--- src/rtl/npc_btb_predictor.sv ---
// Fetch-stage next-PC unit: holds the fetch PC and predicts the next one from a
// direct-mapped BTB of 2-bit counters trained by resolved branches and jumps.
module npc_btb_predictor #(
  parameter int               ADDR_W    = 32,
  parameter int               BTB_DEPTH = 16,
  parameter logic [ADDR_W-1:0] RESET_PC = ADDR_W'(32'hBFC0_0000),
  parameter logic [1:0]       CTR_ALLOC = 2'b10
) (
  input  logic              clk,
  input  logic              rst,
  input  logic              stall_i,
  output logic [ADDR_W-1:0] pc_o,
  output logic              pred_taken_o,
  output logic [ADDR_W-1:0] pred_target_o,
  input  logic              res_valid_i,
  input  logic [1:0]        res_type_i,
  input  logic [ADDR_W-1:0] res_pc_i,
  input  logic              res_taken_i,
  input  logic [ADDR_W-1:0] res_target_i,
  input  logic              res_pred_taken_i,
  input  logic [ADDR_W-1:0] res_pred_target_i,
  output logic              flush_o,
  output logic [31:0]       mispred_cnt_o
);

  localparam int IDX_W = (BTB_DEPTH > 1) ? $clog2(BTB_DEPTH) : 1;
  localparam int TAG_W = ADDR_W - IDX_W - 2;

  localparam logic [1:0] T_BR = 2'd0;
  localparam logic [1:0] T_J  = 2'd1;
  localparam logic [1:0] T_JR = 2'd2;

  // Resolution port: res_valid_i marks exactly one resolved instruction in the
  // cycle it is high; there is no ready, every resolution is consumed that cycle.

  logic [ADDR_W-1:0]    pc;
  logic [31:0]          mispred_cnt;
  logic [BTB_DEPTH-1:0] valid;
  logic [BTB_DEPTH-1:0] is_jump;
  logic [TAG_W-1:0]     tag_mem [BTB_DEPTH];
  logic [ADDR_W-1:0]    tgt_mem [BTB_DEPTH];
  logic [1:0]           ctr_mem [BTB_DEPTH];

  logic [IDX_W-1:0]  fetch_idx;
  logic [TAG_W-1:0]  fetch_tag;
  logic              fetch_hit;
  logic [ADDR_W-1:0] pc_plus4;

  logic [IDX_W-1:0]  res_idx;
  logic [TAG_W-1:0]  res_tag;
  logic              res_hit;
  logic              mispredict;
  logic [ADDR_W-1:0] redirect_pc;

  assign fetch_idx = pc[IDX_W+1:2];
  assign fetch_tag = pc[ADDR_W-1:IDX_W+2];
  assign fetch_hit = valid[fetch_idx] && (tag_mem[fetch_idx] == fetch_tag);
  assign pc_plus4  = pc + ADDR_W'(4);

  assign pred_taken_o  = fetch_hit && (is_jump[fetch_idx] || ctr_mem[fetch_idx][1]);
  assign pred_target_o = pred_taken_o ? tgt_mem[fetch_idx] : pc_plus4;

  assign res_idx = res_pc_i[IDX_W+1:2];
  assign res_tag = res_pc_i[ADDR_W-1:IDX_W+2];
  assign res_hit = valid[res_idx] && (tag_mem[res_idx] == res_tag);

  // A correct not-taken prediction is fine whatever target travelled with it.
  assign mispredict = res_valid_i && (res_type_i != 2'd3) &&
                      ((res_taken_i != res_pred_taken_i) ||
                       (res_taken_i && (res_target_i != res_pred_target_i)));
  assign redirect_pc = res_taken_i ? res_target_i : (res_pc_i + ADDR_W'(4));

  assign flush_o       = mispredict;
  assign pc_o          = pc;
  assign mispred_cnt_o = mispred_cnt;

  always_ff @(posedge clk or posedge rst) begin
    if (rst) begin
      pc          <= RESET_PC;
      mispred_cnt <= '0;
      valid       <= '0;
    end else begin
      if (mispredict) begin
        pc <= redirect_pc;
      end else if (!stall_i) begin
        pc <= pred_target_o;
      end
      if (mispredict && (mispred_cnt != 32'hFFFF_FFFF)) begin
        mispred_cnt <= mispred_cnt + 32'd1;
      end
      if (res_valid_i) begin
        case (res_type_i)
          T_BR:    if (res_taken_i && !res_hit) valid[res_idx] <= 1'b1;
          T_J:     valid[res_idx] <= 1'b1;
          T_JR:    if (res_hit) valid[res_idx] <= 1'b0;
          default: ;
        endcase
      end
    end
  end

  // Entry payload needs no reset: it is only observed behind a set valid bit.
  always_ff @(posedge clk) begin
    if (res_valid_i) begin
      case (res_type_i)
        T_BR: begin
          if (res_taken_i) begin
            if (res_hit) begin
              if (ctr_mem[res_idx] != 2'd3) ctr_mem[res_idx] <= ctr_mem[res_idx] + 2'd1;
              tgt_mem[res_idx] <= res_target_i;
            end else begin
              tag_mem[res_idx] <= res_tag;
              tgt_mem[res_idx] <= res_target_i;
              ctr_mem[res_idx] <= CTR_ALLOC;
              is_jump[res_idx] <= 1'b0;
            end
          end else if (res_hit && (ctr_mem[res_idx] != 2'd0)) begin
            ctr_mem[res_idx] <= ctr_mem[res_idx] - 2'd1;
          end
        end
        T_J: begin
          tag_mem[res_idx] <= res_tag;
          tgt_mem[res_idx] <= res_target_i;
          ctr_mem[res_idx] <= 2'd3;
          is_jump[res_idx] <= 1'b1;
        end
        default: ;
      endcase
    end
  end

endmodule

--- config.mk ---
export PLATFORM = sky130hd
export DESIGN_NAME = npc_btb_predictor
export DESIGN_NICKNAME = d
export VERILOG_FILES = /design/src/rtl/npc_btb_predictor.sv
export SDC_FILE = /design/constraint.sdc
export NUM_CORES = 2
export LEC_CHECK = 0
export CORE_ASPECT_RATIO = 0.6
export CORE_MARGIN = 2
export CORE_UTILIZATION = 23
export CTS_CLUSTER_DIAMETER = 120
export DETAILED_ROUTE_END_ITERATION = 10
export PLACE_DENSITY = 0.45
export SKIP_LAST_GASP = 1
export SYNTH_ARGS = -nofsm -noshare
export SYNTH_HDL_FRONTEND = slang
export SYNTH_SLANG_ARGS = --single-unit
export TNS_END_PERCENT = 5
--- constraint.sdc ---
create_clock -name clk -period 5.72 [get_ports clk]
set_input_delay 0.572 -clock clk [delete_from_list [all_inputs] [get_ports clk]]
set_output_delay 0.572 -clock clk [all_outputs]
set_load 0.05 [all_outputs]
==> metrics.md <==
| Metric | Value |
|---|---|
| Synth Register Bits | `1,056` |
| Worst-Margin Slew | `1.07 ns` |
| Top cells by area, synth | `edfxtp_1 62%, mux4_2 18%, dfrtp_1 3.7%` |
| Root buffer cell | `clkbuf_16` |
| Synth Area in Adders | `0.00210` |
| Netlist cell types | `79` |
| H-tree Lvls | `3` |
| HP Class | `input port to asynchronous set/reset pin` |
| Final nets | `3,090` |
| Post-Route Utilization | `0.282` |
| Mux contribution to synthesized area | `0.206` |
| GR Overflow Total | `0` |
| All-Layer GR Usage | `0.166` |
| Post-DRT Antenna Nets | `0` |
| Slowest CP cell | `a2111oi_0` |
| Initial DRT Pass Iterations | `5` |
| Final WS setup | `0.169 ns` |
| Seq/Total Area, Yosys | `0.659` |
| Simple-gate share of the synthesized area | `0.0483` |
| DR iter-0 viols | `3,753` |
| Tcrit/Tclk final | `0.971` |
| Fillers | `20,400` |
| Number of port buffers | `201` |
| Cell taking the most area after synthesis | `edfxtp_1` |
| Power Density | `360 nW/um^2` |
| DR vias/cell | `4.90` |
| Status | `finished clean` |
| Number of global-route vias before repair | `27,600` |
| Synth top area share | `0.616` |
| CP max stage delay | `0.60 ns` |
| EDFF count, synth | `976` |
| Pint | `14.6 mW` |
| Setup TNS Final | `0 ns` |
| RSZ-0062 raised after global routing | `false` |
| Ports | `202` |
| Clk_lat worst skew | `0.77 ns` |
| Clock power frac | `0.353` |
| Core area | `206,000 um^2` |
| Final critical-path required period | `5.55 ns` |
| CTS Buf Count | `108` |
| Tot Pwr | `20.9 mW` |
| Setup violations, final | `0` |
| Die X | `591 um` |
| Core Rows | `129` |
| Post-synthesis compound-gate area fraction | `0.0349` |
| Most used DFF post-synth | `edfxtp_1` |
| Critical Path Sink Type | `output port` |
| DRT Wirelength | `179 mm` |
| Ys Warns | `0` |
| Data arrival time of the critical path | `4.98 ns` |
| Net Sw Frac | `0.303` |
| Slew Viols, Final | `0` |
| Dpl cells | `5,610` |
| Initial Util | `0.231` |
| Post-synthesis net count | `2,730` |
| CTS max path bufs | `3` |
| Cell mode on critical path | `buf_4` |
| Largest net degree at the start of global routing | `68` |
| Top fanout value on the critical path | `26` |
| Worst slew margin | `0.286` |
| Worst-path clk slew | `0.06 ns` |
| Pre-CTS WS | `0.465 ns` |
| MaxCap Viol Count | `0` |
| Combinational power share | `0.221` |
| Critical Path Source Type | `flip-flop` |
| Xor and xnor area share after synthesis | `0.0296` |
| Fmax | `0.180 GHz` |
| Die Y | `356 um` |
| Worst vdd ir | `0.000354 V` |
| WL/cell | `30.7 um` |
| Area of the multi-input gates | `15,500 um^2` |
| Synthesized cell area | `47,600 um^2` |
| Area delta synth->final | `22.2%` |
| Die Area | `211,000 um^2` |
| Clock sink count | `1,056` |
| Fraction of layout cells with a size suffix above 1 | `0.286` |
| Kind of critical path | `flip-flop to output port` |
| First-pass GRT wire length | `241 mm` |
| Cells after Synth | `2,618` |
| Seq pwr share | `0.426` |
| Psw | `6.35 mW` |
| Final Instance Count excl. Fillers | `5,823` |
| Reg area | `31,300 um^2` |
| Largest family of logic cells by synthesized area | `multiplexers` |
| Initial antenna violation count | `22` |
| Avg Cell Area, Syn | `18.2 um^2` |
| Fin. Hold Viols | `0` |
| CTS tree | `built` |
| Final HPWL DP | `120 mm` |
| Remaining DRCs | `0` |
| Cell chain of the critical path | `buf_12, buf_4, mux4_2, and4_1, a2111oi_0, nand3_1, nand4_1, nor4_2, nand2_2, buf_4, mux2i_1, inv_1, buf_4` |
| Setup Skew | `0.103 ns` |
| R2R setup slack | `1.30 ns` |
| GPL Wtd Cong | `0.883` |
| WP data required | `5.15 ns` |
| Vias post-DR | `28,500` |
| Leakage | `18.8 nW` |
| Asr flop ratio synth | `0.0758` |
-- cells in the mapped netlist, types with 4 or more instances --
library cell / n
ha_1: 8
a22oi_1: 12
o22a_1: 16
nor2_1: 73
nor4_1: 16
nor3b_1: 10
buf_4: 7
buf_1: 36
dfrtp_1: 71
nor2b_1: 7
and3_1: 19
and2_1: 7
o211ai_1: 44
mux2_2: 9
o21ai_0: 25
a22o_1: 6
and4_1: 6
or2_2: 9
o22ai_1: 10
nor4b_1: 4
clkbuf_1: 69
xnor2_1: 108
xor2_1: 53
mux2i_1: 124
nand3_1: 49
mux4_2: 374
a2111oi_0: 6
nor3_1: 46
nand2_1: 106
nand4_1: 37
nand2b_1: 17
or3_1: 8
o31a_1: 4
a2bb2oi_1: 4
inv_1: 57
o221ai_1: 28
buf_6: 5
a21oi_1: 19
nor3b_2: 9
buf_2: 53
dfstp_2: 9
edfxtp_1: 976
-- cells by family after synthesis --
| group | Yosys count |
|---|---|
| simple gates | 434 |
| buf+inv | 232 |
| fa+ha+maj | 8 |
| flops | 1056 |
| xor+xnor | 161 |
| compound gates | 219 |
| mux | 508 |
-- routing by layer --
layer  vias to the layer above  share of wire  track usage
li1                      11500              -            -
met1                     15400           0.47        0.254
met2                      1432           0.40        0.224
met3                       185           0.11       0.0565
met4                         8          0.018       0.0332
met5                         -        0.00032            0
-- sequential cells by signal, indices dropped and copies added (netlist names), named ones only --
register,flops
tgt_mem,512
mispred_cnt_o,32
ctr_mem,32
pc_o,32
tag_mem,416
-- worst max-delay path, delay by kind of cell, from the launching register on --
| kind | cells | cell delay, ns |
|---|---|---|
| flip-flops | 1 | 0.48 |
| AND/OR/NAND/NOR | 5 | 1.19 |
| buffers and inverters | 5 | 1.02 |
| AO/OA/AOI/OAI | 1 | 0.60 |
| multiplexers | 2 | 0.91 |
-- stage by stage --
stage               area, um^2  hold WS [ns]
global route             58100         0.316
CTS                      58100         0.266
detailed placement       54400         0.481
global placement         54400         0.476
floorplan                47600         0.472
finish                   58100         0.262
-- cell usage in the layout (no fill, tap or decap), types with 9 or more instances in the layout --
master / Yosys / layout
mux2_2: 9 / 9
buf_12: 0 / 31
o21ai_0: 25 / 25
clkdlybuf4s50_1: 0 / 163
mux4_2: 374 / 374
nand2_1: 106 / 106
buf_4: 7 / 221
clkinv_2: 0 / 15
clkinv_1: 2 / 27
dfrtp_1: 71 / 67
nor2_4: 0 / 17
clkbuf_1: 69 / 23
o22ai_1: 10 / 10
nor2_1: 73 / 56
dfstp_2: 9 / 9
and3_1: 19 / 19
nor3_2: 0 / 15
xor2_1: 53 / 53
or2_2: 9 / 9
nor3b_2: 9 / 9
xnor2_1: 108 / 108
o211ai_1: 44 / 44
inv_1: 57 / 55
nand2b_1: 17 / 17
edfxtp_1: 976 / 976
nand3_1: 49 / 48
o22a_1: 16 / 16
nand4_1: 37 / 37
mux2i_1: 124 / 124
nor4_1: 16 / 16
nor3_1: 46 / 30
o221ai_1: 28 / 28
bufinv_16: 0 / 14
nor3b_1: 10 / 10
a21oi_1: 19 / 18
a22oi_1: 12 / 12
clkbuf_16: 0 / 108
-- area by class of cell --
type | instances | share of cell area
Clock inverter | 69 | 0.0147
Inverter | 62 | 0.00413
Timing Repair Buffer | 420 | 0.0679
Tap cell | 2751 | 0.0592
Clock buffer | 131 | 0.0480
Sequential cell | 1056 | 0.539
Antenna cell | 4 | 0.000172
Multi-Input combinational cell | 1330 | 0.267
-- power groups by stage --
stage          clock [mW]  sequential (mW)  combinational (mW)
4_1_cts              7.55             8.92                4.60
2_1_floorplan           0             9.11                2.50
3_3_place_gp            0             9.10                4.56
5_1_grt              7.82             8.93                4.84
3_5_place_dp            0             9.10                4.54
6_report             7.39             8.92                4.62
-- repair_timing --
item	4_1_cts	5_1_grt
endpoints found under the hold margin	0	0
hold buffers	0	0
setup buffers	6	3
gates resized for setup	4	2
pin swaps	0	0
endpoints found under the setup margin	16	10
-- path summary, 6_finish.rpt --
kind,start,end,cells past startpoint
worst min register to register,mispred_cnt_o[19],mispred_cnt_o[19],1
worst max register to register,pc_o[3],pc_o[3],12
worst min-delay path,rst,pc_o[20],2
max in group asynchronous,rst,pc_o[4],3
min in group clk,mispred_cnt_o[19],mispred_cnt_o[19],1
worst max-delay path,pc_o[2],pred_target_o[13],13
No activity file was read; power rests on OpenSTA's default activity.
